### src/rtl/bcd_to_bin_seq.sv
// bcd_to_bin_seq: multi-cycle packed-BCD to binary converter (reverse double dabble).
// One shift per clock with a -3 correction on every BCD nibble >= 8.
// Optional feature macro: BCD_ERR_CHECK_EN (reject inputs containing a nibble > 9).
module bcd_to_bin_seq #(
    parameter int DIGITS = 4,
    parameter int BIN_W  = 14
) (
    input  logic                  clk,
    input  logic                  rst_n,
    input  logic                  start,
    input  logic [4*DIGITS-1:0]   bcd_in,
    output logic [BIN_W-1:0]      bin_out,
    output logic                  busy,
    output logic                  done,
    output logic                  err
);

    localparam int DW = 4 * DIGITS;
    localparam int CW = $clog2(DW + 1);

    localparam logic [0:0] S_IDLE  = 1'b0;
    localparam logic [0:0] S_SHIFT = 1'b1;

    logic [0:0]       state_q, state_d;
    logic [DW-1:0]    bcd_q, bcd_d;
    logic [DW-1:0]    acc_q, acc_d;
    logic [CW-1:0]    cnt_q, cnt_d;
    logic [BIN_W-1:0] bin_q, bin_d;
    logic             busy_q, busy_d;
    logic             done_q, done_d;
    logic             err_q, err_d;

    // Right shift of the {bcd, acc} pair; bcd LSB drops into the acc MSB.
    logic [DW-1:0] bcd_sh;
    logic [DW-1:0] acc_sh;
    logic [DW-1:0] bcd_corr;
    logic          last_shift;
    logic          in_bad;

    assign bcd_sh     = {1'b0, bcd_q[DW-1:1]};
    assign acc_sh     = {bcd_q[0], acc_q[DW-1:1]};
    assign last_shift = (cnt_q == CW'(DW - 1));

    // A nibble that reads >= 8 after the shift held a "ten" in its old LSB
    // position; halving ten gives 5 = 8 - 3, so subtract 3 to restore BCD.
    generate
        for (genvar gi = 0; gi < DIGITS; gi++) begin : g_corr
            assign bcd_corr[gi*4 +: 4] = (bcd_sh[gi*4 +: 4] >= 4'd8) ?
                                         (bcd_sh[gi*4 +: 4] - 4'd3) :
                                          bcd_sh[gi*4 +: 4];
        end
    endgenerate

`ifdef BCD_ERR_CHECK_EN
    logic [DIGITS-1:0] nib_bad;
    generate
        for (genvar gi = 0; gi < DIGITS; gi++) begin : g_chk
            assign nib_bad[gi] = (bcd_in[gi*4 +: 4] > 4'd9);
        end
    endgenerate
    assign in_bad = |nib_bad;
`else
    // No digit check: invalid digits simply run through the algorithm.
    assign in_bad = 1'b0;
`endif

    // Next-state logic for the IDLE/SHIFT controller and datapath.
    always_comb begin
        state_d = state_q;
        bcd_d   = bcd_q;
        acc_d   = acc_q;
        cnt_d   = cnt_q;
        bin_d   = bin_q;
        busy_d  = busy_q;
        done_d  = 1'b0;
        err_d   = err_q;
        case (state_q)
            S_IDLE: begin
                if (start) begin
                    if (in_bad) begin
                        // Rejected input: answer immediately, never enter SHIFT.
                        bin_d  = '0;
                        err_d  = 1'b1;
                        done_d = 1'b1;
                    end else begin
                        bcd_d   = bcd_in;
                        acc_d   = '0;
                        cnt_d   = '0;
                        busy_d  = 1'b1;
                        err_d   = 1'b0;
                        state_d = S_SHIFT;
                    end
                end
            end
            S_SHIFT: begin
                bcd_d = bcd_corr;
                acc_d = acc_sh;
                cnt_d = cnt_q + CW'(1);
                if (last_shift) begin
                    // acc now holds the full binary value; upper bits are zero
                    // for valid BCD, so truncation to BIN_W is lossless.
                    bin_d   = BIN_W'(acc_sh);
                    done_d  = 1'b1;
                    busy_d  = 1'b0;
                    state_d = S_IDLE;
                end
            end
            default: state_d = S_IDLE;
        endcase
    end

    // State registers with asynchronous abort to the idle/cleared state.
    always_ff @(posedge clk or negedge rst_n) begin
        if (!rst_n) begin
            state_q <= S_IDLE;
            bcd_q   <= '0;
            acc_q   <= '0;
            cnt_q   <= '0;
            bin_q   <= '0;
            busy_q  <= 1'b0;
            done_q  <= 1'b0;
            err_q   <= 1'b0;
        end else begin
            state_q <= state_d;
            bcd_q   <= bcd_d;
            acc_q   <= acc_d;
            cnt_q   <= cnt_d;
            bin_q   <= bin_d;
            busy_q  <= busy_d;
            done_q  <= done_d;
            err_q   <= err_d;
        end
    end

    assign bin_out = bin_q;
    assign busy    = busy_q;
    assign done    = done_q;
    assign err     = err_q;

endmodule

### config.mk
export PLATFORM = sky130hd
export DESIGN_NAME = bcd_to_bin_seq
export DESIGN_NICKNAME = d
export VERILOG_FILES = /design/src/rtl/bcd_to_bin_seq.sv
export SDC_FILE = /design/constraint.sdc
export NUM_CORES = 1
export LEC_CHECK = 0
export CORE_MARGIN = 8
export CORE_UTILIZATION = 58
export DETAILED_ROUTE_END_ITERATION = 12
export GPL_ROUTABILITY_DRIVEN = 0
export PLACE_DENSITY = 0.86
export SLEW_MARGIN = 25
export SYNTH_ARGS = -nofsm -noshare
export SYNTH_HDL_FRONTEND = slang
export SYNTH_SLANG_ARGS = --single-unit
### constraint.sdc
create_clock -name clk -period 4.5 [get_ports clk]
set_input_delay 0.9 -clock clk [delete_from_list [all_inputs] [get_ports clk]]
set_output_delay 0.9 -clock clk [all_outputs]
set_load 0.02 [all_outputs]
==> summary.md <==
| Metric | Value |
|---|---|
| Status | `finished clean` |
| Post-Syn Nets | `237` |
| Commonest cells after routing, fill and taps aside | `dfrtp_1, clkdlybuf4s50_1, nand2_1` |
| Post-Route WL | `4475 um` |
| Seq cells post-synth | `53` |
| Share of the clock period used by the worst path | `0.5000` |
| Detailed placement HPWL | `2963 um` |
| Vias in the first global route | `1563` |
| Vias/cell | `5.310` |
| Yosys Warn Count | `0` |
| Hold Vio Cnt, Final | `0` |
| Setup Skew | `0.01234 ns` |
| Total CTS buffers | `5` |
| Relative slew margins | `0.5583` |
| Clock latency at the later pin of the worst-skew pair | `0.32 ns` |
| # hold bufs at CTS | `0` |
| CTS root buffer | `clkbuf_8` |
| Via count | `1561` |
| DRC | `0` |
| Synth area leaders | `dfrtp_1, mux2i_1, mux2_4, ha_1, o21ai_1` |
| Post-synth top area cell | `dfrtp_1` |
| Slowest stage delay, CP | `0.63 ns` |
| Layout cells sized above 1 | `0.1240` |
| WP buf/inv | `1` |
| Top Ports | `36` |
| Die height | `81.49 um` |
| Clk buf depth | `2` |
| GRT overflow | `0` |
| Mapped Cells | `210` |
| PD cells | `637.5 nW/um^2` |
| PortBufs | `34` |
| Worst hold path type | `reg2reg` |
| Chip width | `81.49 um` |
| Synth top area share | `0.5332` |
| Setup Fix Bufs, Post-CTS | `0` |
| Worst setup EP type | `output pin` |
| Fin. max-slew vios | `0` |
| 1st-pass router iterations | `4` |
| Overall Global Routing Usage | `0.1428` |
| DR iter-0 viols | `171` |
| Final setup TNS | `0 ns` |
| Avg Inst Size Synth | `11.84 sq um` |
| Maximum vdd drop | `0.3517 mV` |
| Clock Sinks | `53` |
| Core box area | `4234 sq um` |
| Critical path class | `reg2out` |
| First-pass GRT wire length | `7334 um` |
| Num rows | `24` |
| Commonest non-fill, non-tap cell in the layout | `dfrtp_1` |
| CP max FO | `3` |
| Register area share after synthesis | `0.5332` |
| Htree depth | `2` |
| CP startpoint kind | `flip-flop` |
| Post-DR wirelength/cell | `15.22 um` |
| Worst slew pin tran | `0.6626 ns` |
| Initial Util | `0.5875` |
| TritonCTS clock tree | `yes` |
| RSZ-0062 raised after global routing | `no` |
| Die area | `6640 sq um` |
| Worst-path clk slew | `0.10 ns` |
| Final setup fails | `0` |
| Top delay family on crit path | `buffers and inverters` |
| Antenna Nets Post-Route | `0` |
| Diodes inserted | `0` |
| Total power | `0.001851 W` |
| Pin count of the biggest net entering global routing | `66` |
| LEAKAGE | `1.370 nW` |
| Req. time, crit path | `3.60 ns` |
| Area of the mapped netlist | `2487 sq um` |
| Slowest-stage cell, CP | `clkdlybuf4s50_1` |
| Count of cell types in the netlist | `29` |
| Max Fclk | `0.4444 GHz` |
| Synth-to-layout area growth | `16.70%` |
| Critical Path AT | `1.35 ns` |
| Post-layout min period | `2.250 ns` |
| # nets final | `268` |
| # resized after CTS | `0` |
| Max-cap violations | `0` |
| Crit-path cells | `clkdlybuf4s50_1` |
| Antenna violations before repair | `0` |
[report_power, final]
group          switching (W)  leakage, nW  internal (W)  total (W)
logic               0.000284        0.647      0.000390   0.000674
clock network       0.000167       0.0518      0.000128   0.000295
registers           0.000203        0.671      0.000678   0.000881
total               0.000654         1.37       0.00120    0.00185
[kinds of logic after synthesis]
kind of cell	share of synthesized area
flops	0.5332
simple gates	0.09658
compound gates	0.1107
mux	0.1333
buf+inv	0.05633
fa+ha+maj	0.04024
xor+xnor	0.02817
other cells	0.001508
[sequential cells by signal, indices dropped and copies added, names as in the netlist]
| signal | cells |
|---|---|
| busy | 1 |
| bin_out | 14 |
| state_q | 1 |
| cnt_q | 5 |
| done | 1 |
| acc_q | 15 |
| bcd_q | 16 |
[metal layers]
layer  vias up  track usage  routed length (um)
li1        773            -                   -
met1       763       0.1815                2002
met2        19       0.2172                2219
met3         6      0.02845                 168
met4         0      0.09464                  85
met5         -            0                   0
[through the flow]
stage / cell area (sq um) / worst slack [ns] / hold WS [ns] / util / cells
after floorplan: 2487 / 2.846 / 0.4581 / - / 210
after global placement: 2805 / 1.688 / 0.4720 / 0.6625 / 286
after detailed placement: 2800 / 2.349 / 0.4785 / 0.6613 / 286
after CTS: 2900 / 2.242 / 0.5005 / 0.6850 / 294
after global routing: 2903 / 2.210 / 0.5197 / 0.6856 / 294
final: 2903 / 2.250 / 0.4979 / 0.6856 / 294
[final cells by class]
type                       count  area, sq um
clock buffer                   6        82.58
timing repair buffer          37        352.8
fill                         321         1331
inverter                       9        33.78
multi-input combinational    135         1021
sequential                    53         1330
clock inverter                 2        17.52
tap                           52        65.06
[worst paths after layout]
path | cells after the start | to | from | slack (ns)
min reg2reg | 2 | bcd_q[12] | bcd_q[13] | 0.50
max | 1 | busy | busy | 2.25
min in group asynchronous | 2 | acc_q[7] | rst_n | 0.70
min | 2 | bcd_q[12] | bcd_q[13] | 0.50
max in group asynchronous | 2 | state_q | rst_n | 3.31
max reg2reg | 5 | bin_out[13] | cnt_q[0] | 2.64
[synthesized netlist by cell type, drive strengths merged]
cell,number
nor2,4
nor3b,1
nor2b,9
mux2,14
nand2,19
inv,9
nand2b,11
a21oi,9
buf,12
and3,1
a211oi,6
xnor2,4
o31ai,1
nand3,1
o22ai,4
conb,1
clkbuf,1
mux2i,14
xor2,4
ha,8
o21ai,15
dfrtp,53
a21o,1
a22o,8
(Power assumes the default switching activity.)
